File: config.mk
export PLATFORM = sky130hd
export DESIGN_NAME = gdp_sum_unit
export DESIGN_NICKNAME = d
export VERILOG_FILES = /design/src/rtl/gdp_sum_unit.sv
export SDC_FILE = /design/constraint.sdc
export NUM_CORES = 1
export LEC_CHECK = 0
export ABC_CLOCK_PERIOD_IN_PS = 5100
export CORE_UTILIZATION = 35
export DETAILED_ROUTE_END_ITERATION = 12
export GPL_TIMING_DRIVEN = 0
export SLEW_MARGIN = 10
export SYNTH_ARGS = -nofsm -noshare
export SYNTH_HDL_FRONTEND = slang
export SYNTH_SLANG_ARGS = --single-unit
File: constraint.sdc
create_clock -name clock -period 5.1 [get_ports clock]
set_input_delay 0.765 -clock clock [delete_from_list [all_inputs] [get_ports clock]]
set_output_delay 0.765 -clock clock [all_outputs]
set_load 0.05 [all_outputs]
File: src/rtl/gdp_sum_unit.sv
//------------------------------------------------------------------------------
// Module   : gdp_sum_unit
// Purpose  : GDP data path (regfile/ALU/shifter) with an autonomous n+..+1 summer
// Revision : 1.0 - initial release
//------------------------------------------------------------------------------
`default_nettype none

module gdp_sum_unit #(
  parameter  int WIDTH = 8,
  parameter  int REGS  = 4,
  localparam int AW    = $clog2(REGS)
) (
  input  logic             clock,
  input  logic             reset,
  input  logic [WIDTH-1:0] n_in,
  input  logic             start,
  input  logic             manual_en,
  input  logic             input_enable_mux,
  input  logic             WE,
  input  logic [AW-1:0]    WA,
  input  logic             RAE,
  input  logic [AW-1:0]    RAA,
  input  logic             RBE,
  input  logic [AW-1:0]    RBA,
  input  logic [2:0]       alu_op,
  input  logic [1:0]       shift_op,
  input  logic             output_enable_buf,
  output logic [WIDTH-1:0] run_sum,
  output logic             n_is_0,
  output logic             busy,
  output logic             done,
  output logic             overflow
);

  localparam logic [AW-1:0] c_R_SUM = AW'(0);
  localparam logic [AW-1:0] c_R_CNT = AW'(1);

  localparam logic [2:0] c_ALU_PASS = 3'b000;
  localparam logic [2:0] c_ALU_AND  = 3'b001;
  localparam logic [2:0] c_ALU_OR   = 3'b010;
  localparam logic [2:0] c_ALU_NOT  = 3'b011;
  localparam logic [2:0] c_ALU_ADD  = 3'b100;
  localparam logic [2:0] c_ALU_SUB  = 3'b101;
  localparam logic [2:0] c_ALU_INC  = 3'b110;
  localparam logic [2:0] c_ALU_DEC  = 3'b111;

  localparam logic [1:0] c_SH_PASS = 2'b00;
  localparam logic [1:0] c_SH_SHL  = 2'b01;
  localparam logic [1:0] c_SH_SHR  = 2'b10;
  localparam logic [1:0] c_SH_ROR  = 2'b11;

  typedef enum logic [2:0] {
    S_IDLE = 3'd0,
    S_CLR  = 3'd1,
    S_TEST = 3'd2,
    S_ADD  = 3'd3,
    S_DEC  = 3'd4,
    S_DONE = 3'd5
  } state_t;

  state_t           r_state;
  state_t           w_next_state;
  logic [WIDTH-1:0] r_rf [REGS];
  logic             r_busy;
  logic             r_overflow;

  // Control word produced by the sequencer
  logic             w_f_we;
  logic [AW-1:0]    w_f_wa;
  logic             w_f_mux;
  logic             w_f_rae;
  logic [AW-1:0]    w_f_raa;
  logic             w_f_rbe;
  logic [AW-1:0]    w_f_rba;
  logic [2:0]       w_f_alu;
  logic [1:0]       w_f_shift;
  logic             w_f_buf;

  // Control word actually steering the datapath
  logic             w_fsm_sel;
  logic             w_man_sel;
  logic             w_we;
  logic [AW-1:0]    w_wa;
  logic             w_mux;
  logic             w_rae;
  logic [AW-1:0]    w_raa;
  logic             w_rbe;
  logic [AW-1:0]    w_rba;
  logic [2:0]       w_alu_op;
  logic [1:0]       w_shift_op;
  logic             w_buf;

  logic [WIDTH-1:0] w_port_a;
  logic [WIDTH-1:0] w_port_b;
  logic [WIDTH:0]   w_sum_ext;
  logic [WIDTH-1:0] w_alu_out;
  logic [WIDTH-1:0] w_shift_out;
  logic [WIDTH-1:0] w_wdata;

  //----------------------------------------------------------------------------
  // Sequencer
  //----------------------------------------------------------------------------
  always_ff @(posedge clock) begin
    if (reset) begin
      r_state <= S_IDLE;
      r_busy  <= 1'b0;
    end else begin
      r_state <= w_next_state;
      r_busy  <= (w_next_state != S_IDLE);
    end
  end

  always_comb begin
    w_next_state = r_state;
    w_f_we       = 1'b0;
    w_f_wa       = '0;
    w_f_mux      = 1'b0;
    w_f_rae      = 1'b0;
    w_f_raa      = '0;
    w_f_rbe      = 1'b0;
    w_f_rba      = '0;
    w_f_alu      = c_ALU_PASS;
    w_f_shift    = c_SH_PASS;
    w_f_buf      = 1'b0;
    case (r_state)
      S_IDLE: begin
        if (start) begin
          w_f_we       = 1'b1;
          w_f_wa       = c_R_CNT;
          w_f_mux      = 1'b1;
          w_next_state = S_CLR;
        end
      end
      S_CLR: begin
        w_f_rae      = 1'b1;
        w_f_raa      = c_R_SUM;
        w_f_rbe      = 1'b1;
        w_f_rba      = c_R_SUM;
        w_f_alu      = c_ALU_SUB;
        w_f_we       = 1'b1;
        w_f_wa       = c_R_SUM;
        w_next_state = S_TEST;
      end
      S_TEST: begin
        w_f_rae      = 1'b1;
        w_f_raa      = c_R_CNT;
        // Port A carries r1 here, so the zero test reads the counter directly
        w_next_state = (r_rf[c_R_CNT] == '0) ? S_DONE : S_ADD;
      end
      S_ADD: begin
        w_f_rae      = 1'b1;
        w_f_raa      = c_R_SUM;
        w_f_rbe      = 1'b1;
        w_f_rba      = c_R_CNT;
        w_f_alu      = c_ALU_ADD;
        w_f_we       = 1'b1;
        w_f_wa       = c_R_SUM;
        w_next_state = S_DEC;
      end
      S_DEC: begin
        w_f_rae      = 1'b1;
        w_f_raa      = c_R_CNT;
        w_f_alu      = c_ALU_DEC;
        w_f_we       = 1'b1;
        w_f_wa       = c_R_CNT;
        w_next_state = S_TEST;
      end
      S_DONE: begin
        w_f_rae      = 1'b1;
        w_f_raa      = c_R_SUM;
        w_f_buf      = 1'b1;
        w_next_state = S_IDLE;
      end
      default: w_next_state = S_IDLE;
    endcase
  end

  //----------------------------------------------------------------------------
  // Control source selection
  //----------------------------------------------------------------------------
  assign w_fsm_sel = (r_state != S_IDLE) || start;
  assign w_man_sel = !w_fsm_sel && manual_en;

  always_comb begin
    w_we       = 1'b0;
    w_wa       = '0;
    w_mux      = 1'b0;
    w_rae      = 1'b0;
    w_raa      = '0;
    w_rbe      = 1'b0;
    w_rba      = '0;
    w_alu_op   = c_ALU_PASS;
    w_shift_op = c_SH_PASS;
    w_buf      = 1'b0;
    if (w_fsm_sel) begin
      w_we       = w_f_we;
      w_wa       = w_f_wa;
      w_mux      = w_f_mux;
      w_rae      = w_f_rae;
      w_raa      = w_f_raa;
      w_rbe      = w_f_rbe;
      w_rba      = w_f_rba;
      w_alu_op   = w_f_alu;
      w_shift_op = w_f_shift;
      w_buf      = w_f_buf;
    end else if (w_man_sel) begin
      w_we       = WE;
      w_wa       = WA;
      w_mux      = input_enable_mux;
      w_rae      = RAE;
      w_raa      = RAA;
      w_rbe      = RBE;
      w_rba      = RBA;
      w_alu_op   = alu_op;
      w_shift_op = shift_op;
      w_buf      = output_enable_buf;
    end
  end

  //----------------------------------------------------------------------------
  // Datapath
  //----------------------------------------------------------------------------
  assign w_port_a  = w_rae ? r_rf[w_raa] : '0;
  assign w_port_b  = w_rbe ? r_rf[w_rba] : '0;
  assign w_sum_ext = {1'b0, w_port_a} + {1'b0, w_port_b};

  always_comb begin
    w_alu_out = w_port_a;
    case (w_alu_op)
      c_ALU_PASS: w_alu_out = w_port_a;
      c_ALU_AND:  w_alu_out = w_port_a & w_port_b;
      c_ALU_OR:   w_alu_out = w_port_a | w_port_b;
      c_ALU_NOT:  w_alu_out = ~w_port_a;
      c_ALU_ADD:  w_alu_out = w_sum_ext[WIDTH-1:0];
      c_ALU_SUB:  w_alu_out = w_port_a - w_port_b;
      c_ALU_INC:  w_alu_out = w_port_a + WIDTH'(1);
      c_ALU_DEC:  w_alu_out = w_port_a - WIDTH'(1);
      default:    w_alu_out = w_port_a;
    endcase
  end

  always_comb begin
    w_shift_out = w_alu_out;
    case (w_shift_op)
      c_SH_PASS: w_shift_out = w_alu_out;
      c_SH_SHL:  w_shift_out = {w_alu_out[WIDTH-2:0], 1'b0};
      c_SH_SHR:  w_shift_out = {1'b0, w_alu_out[WIDTH-1:1]};
      c_SH_ROR:  w_shift_out = {w_alu_out[0], w_alu_out[WIDTH-1:1]};
      default:   w_shift_out = w_alu_out;
    endcase
  end

  assign w_wdata = w_mux ? n_in : w_shift_out;

  always_ff @(posedge clock) begin
    if (reset) begin
      for (int i = 0; i < REGS; i++) begin
        r_rf[i] <= '0;
      end
    end else if (w_we) begin
      r_rf[w_wa] <= w_wdata;
    end
  end

  // Sticky carry from autonomous adds; a new accepted run starts clean
  always_ff @(posedge clock) begin
    if (reset) begin
      r_overflow <= 1'b0;
    end else if ((r_state == S_IDLE) && start) begin
      r_overflow <= 1'b0;
    end else if ((r_state == S_ADD) && w_sum_ext[WIDTH]) begin
      r_overflow <= 1'b1;
    end
  end

  assign run_sum  = w_buf ? w_shift_out : '0;
  assign n_is_0   = (w_port_a == '0);
  assign busy     = r_busy;
  assign done     = (r_state == S_DONE);
  assign overflow = r_overflow;

endmodule

`default_nettype wire

## Word-level counts from Yosys, hierarchy flattened

Memory sizes are Yosys's and may differ from the RTL's.
Index checks and enable logic that the tools add are counted.

| storage, ports and cells | value |
|---|---|
| input bits | 28 |
| word-level logic and storage cells | 93 |
| memory bits (read-only) | 0 |
| bits in registers | 5 |
| memory bits (writable) | 32 |
| bits in latches | 0 |
| output and inout port bits | 12 |
| memories | 1 |

| operators by class | value |
|---|---|
| multiply operators | 0 |
| order comparisons | 0 |
| reduce and logical (&&, ||, !) cells | 19 |
| shift operators | 0 |
| add/subtract/negate cells | 4 |
| muxes and demuxes | 48 |
| divide/modulo/power cells | 0 |
| bitwise logic cells | 3 |
| eq/ne operators | 15 |

Memories:

| name | words | width | read ports | clocked after memory_dff | write ports | RTL line | RTL |
|---|---|---|---|---|---|---|---|
| r_rf | 4 | 8 | 3 | 0 | 4 | 63 | `logic [WIDTH-1:0] r_rf [REGS];` |

Operators with widths:

| cell | count |
|---|---|
| one-hot mux 8 bit (8 select lines) | 1 |
| 2-to-1 mux 8 bit | 5 |
| one-hot mux 8 bit (4 select lines) | 1 |
| 2-to-1 mux 1 bit | 24 |
| == test 3 bit (second input constant) | 6 |
| 2-to-1 mux 2 bit | 9 |
| logical NOT 8 bit | 2 |
| == test 3 x 2 -> 1 bit (second input constant) | 4 |
| 2-to-1 mux 3 bit | 4 |
| one-hot mux 3 bit (4 select lines) | 1 |
| adder 8 x 8 -> 9 bit | 1 |
| one-hot mux 3 bit (3 select lines) | 1 |
| adder 8 x 1 -> 8 bit (second input constant) | 1 |
| AND 8 bit | 1 |
| NOT 8 bit | 1 |
| OR 8 bit | 1 |
| OR reduction 2 bit | 4 |
| OR reduction 8 bit | 1 |
| subtractor 8 x 1 -> 8 bit (second input constant) | 1 |
| subtractor 8 bit | 1 |
| == test 3 x 1 -> 1 bit (second input constant) | 2 |
| logical NOT 3 bit | 2 |
| nonzero test 3 bit | 2 |
| OR reduction 5 bit | 1 |
| other kinds (8) | 12 |

## Logic depth before layout (Yosys ltp)

Gate-level depths: netlist of the first run.
An unclocked memory read counts as a cell.

| logic depth | value |
|---|---|
| depth in word-level cells | 13 |
| depth in mapped cells | 21 |
| gate-level depth less buffers | 18 |

## Worst setup path before layout of the first run

No wires, ideal clock.

| timing | value |
|---|---|
| path type | input port to output port |
| start | input port start |
| end | output port run_sum[4] |
| stages on the path | 15 |
| required time | 4.335 ns |
| data arrival time | 4.907 ns |
| setup slack | -0.572 ns |
| path buffers | 2 |
| path through | nor4_2 -> buf_2 -> and3_1 -> buf_4 -> mux4_2 -> and2_1 -> a21oi_1 -> ha_1 -> nor2b_1 -> o21ai_0 -> a21oi_1 -> or4_1 -> a31oi_2 -> o21ai_1 -> nor3_1 |

| on the way | value |
|---|---|
| word-level cells in the longest chain between the ends | 11 |
| elaborated cells on any way between the ends | 42 |
| those cells by class | 4 x add/sub; 10 x eq/ne; 19 x mux; 3 x bitwise; 5 x reduce/logical; 1 x memory |

Ends and longest elaborated chain:

| item | RTL line | RTL |
|---|---|---|
| from (decl) | 16 | `input logic start,` |
| logical OR 1 bit (*) | 181 | `assign w_fsm_sel = (r_state != S_IDLE) \|\| start;` |
| logical NOT 1 bit | 182 | `assign w_man_sel = !w_fsm_sel && manual_en;` |
| logical AND 1 bit | 182 |  |
| 2-to-1 mux 2 bit | 206 | `end else if (w_man_sel) begin` |
| 2-to-1 mux 2 bit | 195 | `if (w_fsm_sel) begin` |
| memory (4 x 8 bit) | n/a |  |
| 2-to-1 mux 8 bit, on equally long branches | 223, 224 |  |
| subtractor 8 x 1 -> 8 bit, or another cell as far along | 237 | `c_ALU_DEC: w_alu_out = w_port_a - WIDTH'(1);` |
| one-hot mux 8 bit (8 select lines) | 229 | `case (w_alu_op)` |
| one-hot mux 8 bit (4 select lines) | 244 | `case (w_shift_op)` |
| 2-to-1 mux 8 bit (*) | 276 | `assign run_sum = w_buf ? w_shift_out : '0;` |
| to (decl) | 28 | `output logic [WIDTH-1:0] run_sum,` |

Mark *: on every way between the ends. The rest lies on a longest branch, timed or not.

## Final worst setup path of the first run

| timing | value |
|---|---|
| start | input port alu_op[2] |
| end | output port run_sum[6] |

| on the way | value |
|---|---|
| word-level cells in the longest chain between the ends | 6 |
| elaborated cells on any way between the ends | 13 |
| those cells by class | 7 x eq/ne; 5 x mux; 1 x reduce/logical |

Ends and longest elaborated chain:

| item | RTL line | RTL |
|---|---|---|
| from (decl) | 25 | `input logic [2:0] alu_op,` |
| 2-to-1 mux 3 bit (*) | 206 |  |
| 2-to-1 mux 3 bit (*) | 195 |  |
| == test 3 bit, or another cell as far along | 229 |  |
| one-hot mux 8 bit (8 select lines) (*) | 229 |  |
| one-hot mux 8 bit (4 select lines) (*) | 244 |  |
| 2-to-1 mux 8 bit (*) | 276 |  |

Marks and branches as above.

==> results of run 1 <==
[cell type report]
class	instances	area [um2]
plain buffers	18	141.4
clock buffers	6	138.9
clock inverters	2	37.54
fillers	1019	5313
inverters	25	93.84
multi-input cells	364	3172
flip-flops and latches	37	1061
well taps	140	175.2
repair buffers	89	803.3
[flip-flops by register name (all words and copies together) (netlist names)]
| signal | cells |
|---|---|
| overflow | 1 |
| r_state | 3 |
| r_rf | 32 |
| busy | 1 |
[report_power, final]
| part | switching, mW | internal (mW) | total, mW |
|---|---|---|---|
| clock network | 0.131 | 0.244 | 0.375 |
| registers | 0.0192 | 0.362 | 0.381 |
| logic | 0.507 | 0.391 | 0.898 |
| total | 0.657 | 0.997 | 1.65 |
[per-stage QoR]
stage	power [mW]	utilization (%)	std cells
2_1_floorplan	0.8757	-	445
3_3_place_gp	1.046	41.75	624
3_5_place_dp	1.054	41.75	624
4_1_cts	1.566	48.39	660
5_1_grt	1.728	51.42	681
6_report	1.653	51.42	681
[repair_timing]
action,in CTS,in global routing
endpoints found under the setup margin,28,8
buffers inserted,28,22
pin swaps,32,25
gates resized for setup,131,46
endpoints found under the hold margin,0,0
hold buffers,0,0
[Yosys cell counts (8+ instances only)]
master / n / area share [%]
o21ai_0: 21 / 2.7
edfxtp_1: 32 / 24
a21oi_1: 33 / 4.2
inv_1: 23 / 2.2
nor3_1: 21 / 2.7
nor2_1: 55 / 5.2
ha_1: 24 / 7.6
o22ai_1: 8 / 1.3
nand2_1: 29 / 2.7
and2_1: 10 / 1.6
mux4_2: 10 / 5.7
mux2i_1: 10 / 2.5
[metal layers]
metal	part of all wire [%]	GRT usage [%]	vias to the layer above
li1	-	-	1880
met1	44	30.80	1983
met2	49	38.43	154
met3	5.5	2.954	22
met4	2.1	6.853	0
met5	0	0	-
[path summary, 6_finish.rpt]
| kind | from | endpoint | slack (ps) |
|---|---|---|---|
| max | alu_op[2] | run_sum[6] | -100 |
| min | overflow | overflow | 550 |
| max reg2reg | r_state[1] | r_rf[2][7] | 480 |
| min reg2reg | overflow | overflow | 550 |
[kinds of logic after synthesis]
kind of cell    after synthesis  synth area share, %
compound gates              131                25.32
mux                          20                8.207
buf+inv                      44                5.271
xor+xnor                      7                1.547
simple gates                180                24.31
fa+ha+maj                    26                8.586
flops                        37                26.77
[worst reg2reg max path, stage by stage (launching register included)]
cell,delay [ps]
dfxtp_1,310
buf_6,130
nor4_4,320
buf_6,150
and3_4,240
buf_4,150
mux4_2,480
and2_1,220
ha_1,270
or4_1,560
o22ai_2,130
xnor2_1,80
a22o_1,240
o22ai_2,130
o311ai_4,160
buf_4,170
buf_4,120
a211oi_2,360
nor3_1,120
==> impl_metrics.py, run 1 <==
metrics = {
    "global_route": {
        "grt_use_total_pct": 22.98,
        "grt-ovfl-total": 0,
        "antenna_found_initial": 0,
        "grt_pass1_wl_um": 20420,
        "grt_start_max_net_pins": 13,
        "grt_pass1_vias": 3860,
    },
    "critical_path": {
        "crit_type": "in -> out",
        "crit_required_ps": 4340,
        "slowest_delay_ps": 470,
        "cp_top_family": "simple AND/OR/NAND/NOR gates",
        "path_depth": 17,
        "crit_buf_inv": 4,
        "endpoint_kind": "output port",
        "path_cells": "clkdlybuf4s50_1, nor4bb_4, o31a_4, nand2_4, nor2_4, buf_4, buf_4, a21oi_1, ha_1, or3_1, o22ai_2, xnor2_2, xnor2_1, o311ai_4, a21oi_2, nor2_4, buf_6",
        "slowest_stage": "clkdlybuf4s50_1",
        "cp_max_fo": 9,
        "reg2reg_depth": 18,
        "startpoint_type": "input port",
        "crit_arrival_ps": 4430,
    },
    "clock_network": {
        "cts_buffers": 5,
        "clk_pin_slew_ps": 60,
        "clock_latency_ps": 290,
        "cts.sinks": 37,
        "cts_tree": "done",
        "root_buffer": "clkbuf_16",
        "cts_buffer_depth": 2,
        "htreeDepth": 2,
    },
    "layout": {
        "syn2layout_area_growth_pct": 41.86,
        "fin_area_um2": 5623,
        "layout-drive-gt1-share_pct": 35.12,
        "final_common_cell": "nor2_1",
        "layout_common_cells": "nor2_1 (49), buf_4 (47), edfxtp_1 (32)",
        "nets": 594,
        "diodes": 0,
    },
    "timing": {
        "rsz0062_at_grt": "true",
        "skew_ps": 5.192,
        "final_max_slew_viol_count": 0,
        "setup_violations": 4,
        "post-route-min-period_ps": 5199,
        "tightest_slew_ps": 813.8,
        "holdWs_ps": 549.7,
        "finalSetupTns_ps": -211.2,
        "max_freq_mhz": 192.4,
        "slew-limit-headroom_pct": 45.45,
        "finalHoldViolCount": 0,
        "timing.final.ws_setup_ps": -98.58,
        "fin_crit_sh_pct": 101.9,
    },
    "yosys": {
        "synth_cell_types": 75,
        "synth_edf_count": 32,
        "async_reset_ff_share_pct": 0,
        "avgSynthCellArea_um2": 8.907,
        "synth-seq-cells": 37,
        "ys_seq_area_share_pct": 26.77,
        "yosysWarnings": 0,
        "syn_area_um2": 3964,
        "syn_nets": 499,
        "ys.flop_type": "edfxtp_1",
        "synthCells": 445,
    },
    "routing": {
        "drtPass1Iterations": 5,
        "ant_nets": 0,
        "dr_total_vias": 4039,
        "drc_errors": 0,
        "viasPerCell": 5.931,
        "wire_per_inst_um": 19.53,
        "wl_um": 13300,
        "drtIter0Drc": 287,
    },
    "placement": {
        "dp.final_hpwl_um": 9836,
        "dpl_cell_area_um2": 4566,
        "preCtsSetupSlack_ps": -1860,
        "io_buffers": 39,
        "place_congestion": 0.9520,
    },
    "outcome": {
        "run_status": "finished, violations left",
        "failed_checks": "negative setup slack",
    },
    "floorplan": {
        "die_area_um2": 11750,
        "design.portCount": 40,
        "die_w_um": 108.4,
        "coreArea_um2": 10940,
        "start_util_pct": 36.25,
        "die_h_um": 108.4,
        "row_count": 38,
    },
    "pwr": {
        "power.density_nw_per_um2": 294.0,
        "ir_worst_vdd_mv": 0.1724,
        "power.leakage_nw": 2.161,
    },
    "min_path": {
        "min_path_type": "reg -> reg",
        "hold_depth": 2,
    },
    "run": {
        "cap_violations": 0,
    },
}
(Power assumes the default switching activity.)
==> run 2: changes to the inputs <==
CELL_PAD_IN_SITES_DETAIL_PLACEMENT = 0   (was unset)
CELL_PAD_IN_SITES_GLOBAL_PLACEMENT = 1   (was unset)
PLACE_DENSITY_LB_ADDON = 0.1   (was unset)
REMOVE_ABC_BUFFERS = 1   (was unset)
==> run 2 against run 1 <==
  * The run still ends with negative setup slack left
  * Design area fell by 2.6%
  * First-iteration DRC count fell by 12%
  * Sequential cell count did not move
  * Global-route usage rose by 2.6 points
  * Total power fell by 5.0%
  * Worst hold slack got worse by 11 ps
  * Clock-buffer cell count fell by 1
  * Register-to-register slack improved by 70 ps
==> impl_metrics.py, run 2 (synthesis results as in run 1) <==
metrics = {
    "outcome": {
        "run_status": "finished, violations left",
        "failed_checks": "negative setup slack",
    },
    "pwr": {
        "power_mw": 1.571,
        "ir_worst_vdd_mv": 0.1538,
        "power.leakage_nw": 2.093,
        "power.density_nw_per_um2": 286.9,
    },
    "layout": {
        "layout-drive-gt1-share_pct": 34.03,
        "fin_area_um2": 5477,
        "instances_no_fill": 666,
        "syn2layout_area_growth_pct": 38.16,
        "regMostFlops": "r_rf",
        "largest_registers": "r_rf: 32 flops, r_state: 3 flops",
        "final_common_cell": "nor2_1",
        "nets": 580,
        "diodes": 0,
        "layout_common_cells": "nor2_1 (52), buf_4 (49), edfxtp_1 (32)",
        "largest_reg_flops": 32,
    },
    "critical_path": {
        "endpoint_kind": "output port",
        "rr_startpoint": "r_state[0]",
        "cp_max_fo": 4,
        "startpoint_type": "input port",
        "crit_type": "in -> out",
        "reg2reg_slack_ps": 550,
        "crit_required_ps": 4340,
        "crit_arrival_ps": 4380,
        "timing.rr.end": "r_rf[2][7]",
        "reg2reg_depth": 18,
    },
    "timing": {
        "final_max_slew_viol_count": 0,
        "max_freq_mhz": 194.2,
        "post-route-min-period_ps": 5148,
        "slew-limit-headroom_pct": 28.07,
        "rsz0062_at_grt": "true",
        "fin_crit_sh_pct": 100.9,
        "holdWs_ps": 539.1,
        "timing.final.ws_setup_ps": -48.38,
        "tightest_slew_ps": 1077,
        "setup_violations": 3,
        "finalHoldViolCount": 0,
        "skew_ps": 3.011,
    },
    "routing": {
        "ant_nets": 0,
        "drc_errors": 0,
        "drtIter0Drc": 253,
        "drtPass1Iterations": 5,
        "viasPerCell": 5.814,
        "wire_per_inst_um": 21.32,
        "wl_um": 14200,
        "dr_total_vias": 3872,
    },
    "clock_network": {
        "hold_buffers": 0,
        "clk_pin_slew_ps": 60,
        "cts.sinks": 37,
        "clock_latency_ps": 290,
        "cts_buffer_depth": 2,
        "root_buffer": "clkbuf_16",
        "htreeDepth": 2,
        "cts_tree": "done",
        "cts_buffers": 5,
    },
    "global_route": {
        "grt_use_total_pct": 25.61,
        "grt-ovfl-total": 0,
        "grt_start_max_net_pins": 22,
        "grt_pass1_vias": 3897,
        "grt_pass1_wl_um": 22330,
        "antenna_found_initial": 0,
    },
    "min_path": {
        "holdCritStartpoint": "overflow",
        "hold_depth": 2,
        "holdPathEnd": "overflow",
        "min_path_type": "reg -> reg",
    },
    "placement": {
        "place_congestion": 0.8782,
        "place_inst": 605,
        "dp.final_hpwl_um": 10080,
        "io_buffers": 39,
        "dpl_cell_area_um2": 4414,
    },
    "floorplan": {
        "die_h_um": 108.4,
        "coreArea_um2": 10940,
        "die_area_um2": 11750,
        "die_w_um": 108.4,
        "design.portCount": 40,
        "start_util_pct": 36.25,
        "row_count": 38,
    },
    "run": {
        "cap_violations": 0,
    },
}
-- run 2: changes by cell type in the layout (fill, tap and decap cells not counted), moves of 3 or more --
cell and change:
a21oi_1 +4, nor2_1 +3, buf_6 -7, clkbuf_1 -4, buf_8 -3, a21oi_4 -3, dfxtp_1 -3, ha_2 +3
buf_2 -4, buf_12 +4, ha_1 -3
-- run 2: per-layer routing --
| layer | up-vias | routed length [um] | track usage [%] |
|---|---|---|---|
| met5 | - | 0 | 0 |
| met4 | 0 | 219 | 5.598 |
| met3 | 18 | 850 | 4.340 |
| met2 | 135 | 6456 | 40.46 |
| met1 | 1872 | 6672 | 36.41 |
| li1 | 1847 | - | - |
-- run 2: repair_timing --
item                                    in CTS  in global routing
buffers inserted                            37                 17
pin swaps                                   30                 23
endpoints found under the setup margin      42                  8
resized for setup                          148                 31
hold endpoints to repair                     0                  0
-- run 2: power by group --
| group | internal, mW | total, mW | switching [mW] | leakage, nW |
|---|---|---|---|---|
| clock | 0.177 | 0.302 | 0.125 | 0.0633 |
| sequential | 0.362 | 0.387 | 0.0255 | 0.376 |
| combinational | 0.382 | 0.882 | 0.500 | 1.65 |
| total | 0.921 | 1.57 | 0.650 | 2.09 |
-- run 2: worst max path at each step --
stage	from	endpoint	slack [ps]	cells past startpoint
2_1_floorplan	start	run_sum[4]	-930	13
3_3_place_gp	start	run_sum[6]	-3000	19
3_5_place_dp	start	run_sum[6]	-3030	19
4_1_cts	start	run_sum[4]	-80	18
5_1_grt	start	run_sum[5]	-200	22
6_report	RAA[1]	run_sum[6]	-50	16
-- run 2: worst max-delay path: stages --
cell	delay, ps
clkdlybuf4s50_1	490
and3_4	230
mux4_2	560
nand2_4	100
inv_1	90
ha_1	290
nor2b_2	160
o21ai_2	80
a21oi_2	270
o22ai_2	170
xnor2_2	180
xnor2_2	170
o311ai_4	400
a21oi_2	100
nor2_1	160
buf_6	180
-- run 2: metrics by stage --
| stage | TNS (ps) | worst slack [ps] | utilization (%) |
|---|---|---|---|
| final | -89.28 | -48.38 | 50.08 |
| after global routing | -680.2 | -200.0 | 50.08 |
| after CTS | -172.0 | -80.04 | 47.80 |
| after detailed placement | -73200 | -3026 | 40.37 |
| after global placement | -72100 | -3003 | 40.37 |
| after floorplan | -4085 | -927.6 | - |
-- run 2: area by class of cell --
type | instances | area (um2)
Clock buffer | 5 | 125.1
Clock inverter | 2 | 11.26
Fill cell | 1092 | 5459
Inverter | 25 | 93.84
Multi-Input combinational cell | 364 | 3144
Sequential cell | 37 | 1070
Tap cell | 140 | 175.2
Timing Repair Buffer | 93 | 857.1
